===== config.mk =====
export PLATFORM = sky130hd
export DESIGN_NAME = stream_compare_multi
export DESIGN_NICKNAME = d
export VERILOG_FILES = /design/src/rtl/stream_compare_multi.sv
export SDC_FILE = /design/constraint.sdc
export NUM_CORES = 2
export LEC_CHECK = 0
export ABC_AREA = 1
export BUFFER_PORTS_ARGS = -buffer_cell sky130_fd_sc_hd__buf_2
export CAP_MARGIN = 0
export CELL_PAD_IN_SITES_DETAIL_PLACEMENT = 0
export CELL_PAD_IN_SITES_GLOBAL_PLACEMENT = 1
export CORE_ASPECT_RATIO = 1.5
export CORE_UTILIZATION = 53
export CTS_BUF_LIST = sky130_fd_sc_hd__clkbuf_8
export DETAILED_ROUTE_END_ITERATION = 6
export GPL_ROUTABILITY_DRIVEN = 0
export GPL_TIMING_DRIVEN = 1
export PLACE_DENSITY_LB_ADDON = 0.1
export SLEW_MARGIN = 20
export SYNTH_ARGS = -nofsm -noshare
export SYNTH_HDL_FRONTEND = slang
export SYNTH_SLANG_ARGS = --single-unit

===== constraint.sdc =====
create_clock -name clk -period 28.9 [get_ports clk]
set_input_delay 8.67 -clock clk [delete_from_list [all_inputs] [get_ports clk]]
set_output_delay 8.67 -clock clk [all_outputs]
set_load 0.005 [all_outputs]

===== src/rtl/stream_compare_multi.sv =====
// Multi-lane A/B stream comparator. Each lane has a skew FIFO per side, a masked word
// compare, saturating statistics, and a latched snapshot of those statistics.
module stream_compare_multi #(
  parameter int TDATA_WIDTH = 32,
  parameter int N_LANES     = 2,
  parameter int FIFO_DEPTH  = 8,
  parameter int CNT_WIDTH   = 32
) (
  input  logic                           clk,
  input  logic                           reset,
  input  logic [N_LANES*TDATA_WIDTH-1:0] S_AXIS_A_TDATA,
  input  logic [N_LANES-1:0]             S_AXIS_A_TVALID,
  output logic [N_LANES-1:0]             S_AXIS_A_TREADY,
  input  logic [N_LANES*TDATA_WIDTH-1:0] S_AXIS_B_TDATA,
  input  logic [N_LANES-1:0]             S_AXIS_B_TVALID,
  output logic [N_LANES-1:0]             S_AXIS_B_TREADY,
  input  logic [TDATA_WIDTH-1:0]         cmp_mask,
  input  logic                           clear,
  input  logic                           latch,
  output logic [N_LANES*CNT_WIDTH-1:0]   word_count,
  output logic [N_LANES*CNT_WIDTH-1:0]   err_count,
  output logic [N_LANES*CNT_WIDTH-1:0]   first_err_index,
  output logic [N_LANES-1:0]             first_err_valid,
  output logic [N_LANES-1:0]             skew_err
);

  localparam int AW = $clog2(FIFO_DEPTH);

  typedef logic [AW:0]            ptr_t;
  typedef logic [CNT_WIDTH-1:0]   cnt_t;
  typedef logic [TDATA_WIDTH-1:0] word_t;

  for (genvar l = 0; l < N_LANES; l++) begin : g_lane
    // Side index 0 is A, 1 is B.
    word_t      mem_q [2][FIFO_DEPTH];
    ptr_t       wp_q [2];
    ptr_t       wp_d [2];
    ptr_t       rp_q [2];
    ptr_t       rp_d [2];
    word_t      in_data [2];
    word_t      head [2];
    logic [1:0] in_valid;
    logic [1:0] full;
    logic [1:0] empty;
    logic [1:0] push;
    logic       pop;
    logic       mismatch;

    cnt_t wc_q, wc_d, wc_upd;
    cnt_t ec_q, ec_d, ec_upd;
    cnt_t fei_q, fei_d, fei_upd;
    logic fev_q, fev_d, fev_upd;
    logic skew_q, skew_d, skew_upd;

    cnt_t owc_q, owc_d;
    cnt_t oec_q, oec_d;
    cnt_t ofei_q, ofei_d;
    logic ofev_q, ofev_d;
    logic oskew_q, oskew_d;

    assign in_valid   = {S_AXIS_B_TVALID[l], S_AXIS_A_TVALID[l]};
    assign in_data[0] = S_AXIS_A_TDATA[l*TDATA_WIDTH +: TDATA_WIDTH];
    assign in_data[1] = S_AXIS_B_TDATA[l*TDATA_WIDTH +: TDATA_WIDTH];

    always_comb begin
      for (int unsigned s = 0; s < 2; s++) begin
        empty[s] = (wp_q[s] == rp_q[s]);
        full[s]  = (wp_q[s][AW] != rp_q[s][AW]) &&
                   (wp_q[s][AW-1:0] == rp_q[s][AW-1:0]);
        push[s]  = in_valid[s] && !full[s];
        head[s]  = mem_q[s][rp_q[s][AW-1:0]];
      end
      pop      = !empty[0] && !empty[1];
      mismatch = |((head[0] ^ head[1]) & cmp_mask);
      for (int unsigned s = 0; s < 2; s++) begin
        wp_d[s] = clear ? '0 : wp_q[s] + ptr_t'(push[s]);
        rp_d[s] = clear ? '0 : rp_q[s] + ptr_t'(pop);
      end
    end

    // *_upd is the live state including this edge's pair; latch samples it before
    // clear is applied so a same-edge latch+clear captures the pre-clear totals.
    always_comb begin
      wc_upd   = wc_q;
      ec_upd   = ec_q;
      fei_upd  = fei_q;
      fev_upd  = fev_q;
      skew_upd = skew_q | (full[0] & empty[1]) | (full[1] & empty[0]);
      if (pop) begin
        if (wc_q != '1) wc_upd = wc_q + cnt_t'(1);
        if (mismatch) begin
          if (ec_q != '1) ec_upd = ec_q + cnt_t'(1);
          if (!fev_q) begin
            fei_upd = wc_q;
            fev_upd = 1'b1;
          end
        end
      end
      wc_d    = clear ? '0 : wc_upd;
      ec_d    = clear ? '0 : ec_upd;
      fei_d   = clear ? '0 : fei_upd;
      fev_d   = clear ? 1'b0 : fev_upd;
      skew_d  = clear ? 1'b0 : skew_upd;
      owc_d   = latch ? wc_upd   : owc_q;
      oec_d   = latch ? ec_upd   : oec_q;
      ofei_d  = latch ? fei_upd  : ofei_q;
      ofev_d  = latch ? fev_upd  : ofev_q;
      oskew_d = latch ? skew_upd : oskew_q;
    end

    always_ff @(posedge clk or posedge reset) begin
      if (reset) begin
        for (int unsigned s = 0; s < 2; s++) begin
          wp_q[s] <= '0;
          rp_q[s] <= '0;
        end
        wc_q    <= '0;
        ec_q    <= '0;
        fei_q   <= '0;
        fev_q   <= 1'b0;
        skew_q  <= 1'b0;
        owc_q   <= '0;
        oec_q   <= '0;
        ofei_q  <= '0;
        ofev_q  <= 1'b0;
        oskew_q <= 1'b0;
      end else begin
        for (int unsigned s = 0; s < 2; s++) begin
          wp_q[s] <= wp_d[s];
          rp_q[s] <= rp_d[s];
        end
        wc_q    <= wc_d;
        ec_q    <= ec_d;
        fei_q   <= fei_d;
        fev_q   <= fev_d;
        skew_q  <= skew_d;
        owc_q   <= owc_d;
        oec_q   <= oec_d;
        ofei_q  <= ofei_d;
        ofev_q  <= ofev_d;
        oskew_q <= oskew_d;
      end
    end

    // Storage needs no reset: the pointers alone define which entries are live.
    always_ff @(posedge clk) begin
      for (int unsigned s = 0; s < 2; s++) begin
        if (push[s]) mem_q[s][wp_q[s][AW-1:0]] <= in_data[s];
      end
    end

    assign S_AXIS_A_TREADY[l] = !full[0];
    assign S_AXIS_B_TREADY[l] = !full[1];
    assign word_count[l*CNT_WIDTH +: CNT_WIDTH]      = owc_q;
    assign err_count[l*CNT_WIDTH +: CNT_WIDTH]       = oec_q;
    assign first_err_index[l*CNT_WIDTH +: CNT_WIDTH] = ofei_q;
    assign first_err_valid[l] = ofev_q;
    assign skew_err[l]        = oskew_q;
  end

endmodule


==> impl_metrics.env <==
export IMPL_synth_async_reset_ratio=0.293
export IMPL_max_stage_delay_ns=0.93
export IMPL_leakage_nw=34.4
export IMPL_r2r_start="g_lane[0].rp_q[4]$_DFF_PP0_"
export IMPL_period_needed_ns=12.33
export IMPL_clock_tree_buffer_depth=3
export IMPL_finalMaxSlewViolations=0
export IMPL_clock_fmax_mhz=81.1
export IMPL_cp_cell_sequence="clkinv_2, nand2_1, nand4_1, a21oi_1, nand2_1, buf_2"
export IMPL_placed_area_um2=69200
export IMPL_rsz0062_at_grt="false"
export IMPL_post_cts_buffers=0
export IMPL_grt_overflow=0
export IMPL_core_region_area_um2=124000
export IMPL_yosysWarningCount=0
export IMPL_cp_start_kind="flop"
export IMPL_ys_flop_type="edfxtp_1"
export IMPL_p_total_mw=5.36
export IMPL_tritoncts="done"
export IMPL_syn_avg_cell_area_um2=8.99
export IMPL_synth_seq_area_share=0.627
export IMPL_drt_total_wl_mm=186
export IMPL_cts_resized=0
export IMPL_drtPass1Iterations=6
export IMPL_ys_seq_elements=1448
export IMPL_relSlewSlack=0.277
export IMPL_critPathBufInv=2
export IMPL_dr_first_iter_drc_count=3812
export IMPL_clk_pin_slew_ns=0.07
export IMPL_slowest_stage="clkinv_2"
export IMPL_drive_gt1_frac=0.102
export IMPL_setup_viol=0
export IMPL_place_ws_ns=17.00
export IMPL_vias=49500
export IMPL_antenna_left=0
export IMPL_synthCells=7342
export IMPL_ir_worst_vdd_v=0.0000557
export IMPL_synth_cell_types=26
export IMPL_critPathKind="reg -> out"
export IMPL_synth_compound_area_frac=0.0169
export IMPL_netlist_area_um2=66000
export IMPL_synth_top_family_by_area="simple AND/OR/NAND/NOR gates"
export IMPL_startpoint="g_lane[0].rp_q[4]$_DFF_PP0_"
export IMPL_synth_fp_nets=7530
export IMPL_initial_utilization=0.534
export IMPL_clk_insertion_delay_late_ns=0.93
export IMPL_die_h_um=434
export IMPL_grt_pass1_vias=46800
export IMPL_nets=7836
export IMPL_cp_data_required_time_ns=20.23
export IMPL_status="finished clean"
export IMPL_synthAdderAreaFrac=0.00379
export IMPL_grt_pass1_wl_mm=279
export IMPL_muxShareOfSynthArea=0
export IMPL_cp_top_family="buffers and inverters"
export IMPL_die_w_um=290
export IMPL_grt_usage=0.295
export IMPL_grt_max_degree=151
export IMPL_htree_levels=4
export IMPL_cts_inserted_buffers=209
export IMPL_hold_viol_final=0
export IMPL_power_density_nw_per_um2=73.0
export IMPL_drc_errors=0
export IMPL_drt_vias_per_instance=5.24
export IMPL_ioPinCount=368
export IMPL_fin_area_um2=73400
export IMPL_synthXorXnorAreaFrac=0.00969
export IMPL_clock_root_buffer="clkbuf_8"
export IMPL_hpwl_mm=116
export IMPL_clkSinkCount=1448
export IMPL_crit_fanout=57
export IMPL_postCtsHoldBufs=0
export IMPL_synthToLayoutAreaGrowth_pct=11.3
export IMPL_cp_common_cell="nand2_1"
export IMPL_std_cell_rows=158
export IMPL_setup_tns_ns=0
export IMPL_maxCapViolations=0
export IMPL_synth_edf_count=1024
export IMPL_whs_ns=0.474
export IMPL_synth_simple_area_share=0.264
export IMPL_period_share=0.427
export IMPL_skew_ns=0.0411
export IMPL_min_from="g_lane[1].ofei_q[21]$_DFFE_PP0P_"
export IMPL_setup_ws_ns=16.57
export IMPL_io_buffers=367
export IMPL_die_area_um2=126000
export IMPL_hp_class="reg -> reg"
export IMPL_wl_per_cell_um=19.7
export IMPL_worst_pin_slew_ns=1.08
export IMPL_endpoint_kind="primary output"
export IMPL_antenna_found_initial=37
export IMPL_cp_arrival_ns=3.66
## cell type report
class                   instances  area (um^2)
diodes                         21         52.6
clock buffers                 226         3110
clock inverters               162         1070
fillers                     10900        50100
inverters                     987         3730
multi-input cells            4564        19700
flip-flops and latches       1448        41400
well taps                    1600         2000
repair buffers                438         2400
## cell usage in the layout, fill, tap and decap left out, drive strengths merged
cell type and n:
a21oi 64, a31oi 2, buf 437, bufinv 13
clkbuf 227, clkinv 77, clkinvlp 9, dfrtp 424
diode 21, edfxtp 1024, ha 20, inv 1050
nand2 2872, nand3 773, nand3b 1, nand4 158
nor2 380, nor3 53, nor3b 1, nor4 9
o21ai 157, or2 1, xnor2 4, xor2 69
## sequential cells by signal, indices dropped and copies added (netlist names)
name	count
g_lane.ofei_q	64
g_lane.fev_q	2
g_lane.wp_q	16
g_lane.oskew_q	2
g_lane.ec_q	64
g_lane.mem_q	1024
g_lane.ofev_q	2
g_lane.fei_q	64
g_lane.skew_q	2
g_lane.oec_q	64
g_lane.rp_q	16
g_lane.wc_q	64
g_lane.owc_q	64
## cell families after synthesis
logic type | after synthesis
fa+ha+maj | 20
simple gates | 4248
flops | 1448
buf+inv | 1330
xor+xnor | 73
compound gates | 223
## where the power goes
part	switching (mW)	total (mW)	internal, mW
clock	0.802	1.64	0.840
combinational	0.930	1.28	0.346
sequential	0.0965	2.44	2.34
## worst min-delay path, cell delays in order, from the launching register on
cell and delay, ns:
dfrtp_1 0.34, nand2_1 0.05, nand2_1 0.05
## through the flow
stage / instances / util
6_report: 9446 / 0.594
5_1_grt: 9431 / 0.594
4_1_cts: 9425 / 0.594
3_5_place_dp: 9037 / 0.560
3_3_place_gp: 9037 / 0.560
2_1_floorplan: 7342 / -
## synth_stat cells (20+ instances only)
master / instances / area share
nand2_1: 2872 / 0.16
edfxtp_1: 1024 / 0.47
inv_1: 972 / 0.055
nand3_1: 773 / 0.059
dfrtp_1: 424 / 0.16
nor2_1: 379 / 0.022
buf_2: 163 / 0.012
nand4_1: 158 / 0.015
o21ai_0: 116 / 0.0088
clkbuf_1: 113 / 0.0064
xor2_1: 69 / 0.0092
a21oi_1: 64 / 0.0049
buf_1: 59 / 0.0034
nor3_1: 53 / 0.0040
o21ai_1: 41 / 0.0031
ha_1: 20 / 0.0038
## final timing paths
kind / depth (start not counted) / to / slack [ns]
worst max-delay path: 6 / S_AXIS_A_TREADY[0] / 16.57
worst min-delay path: 2 / g_lane[1].ofei_q[21]$_DFFE_PP0P_ / 0.47
worst max register to register: 18 / g_lane[0].fei_q[12]$_DFF_PP0_ / 22.61
worst min register to register: 2 / g_lane[1].ofei_q[21]$_DFFE_PP0P_ / 0.47
max in group asynchronous: 4 / g_lane[1].rp_q[0]$_DFF_PP0_ / 18.54
min in group asynchronous: 2 / g_lane[0].fei_q[25]$_DFF_PP0_ / 7.89
## metal layers
layer	track usage	wire length, um
met5	0	218
met4	0.145	9150
met3	0.0554	12500
met2	0.482	87900
met1	0.378	75900
No activity file was read; power rests on OpenSTA's default activity.
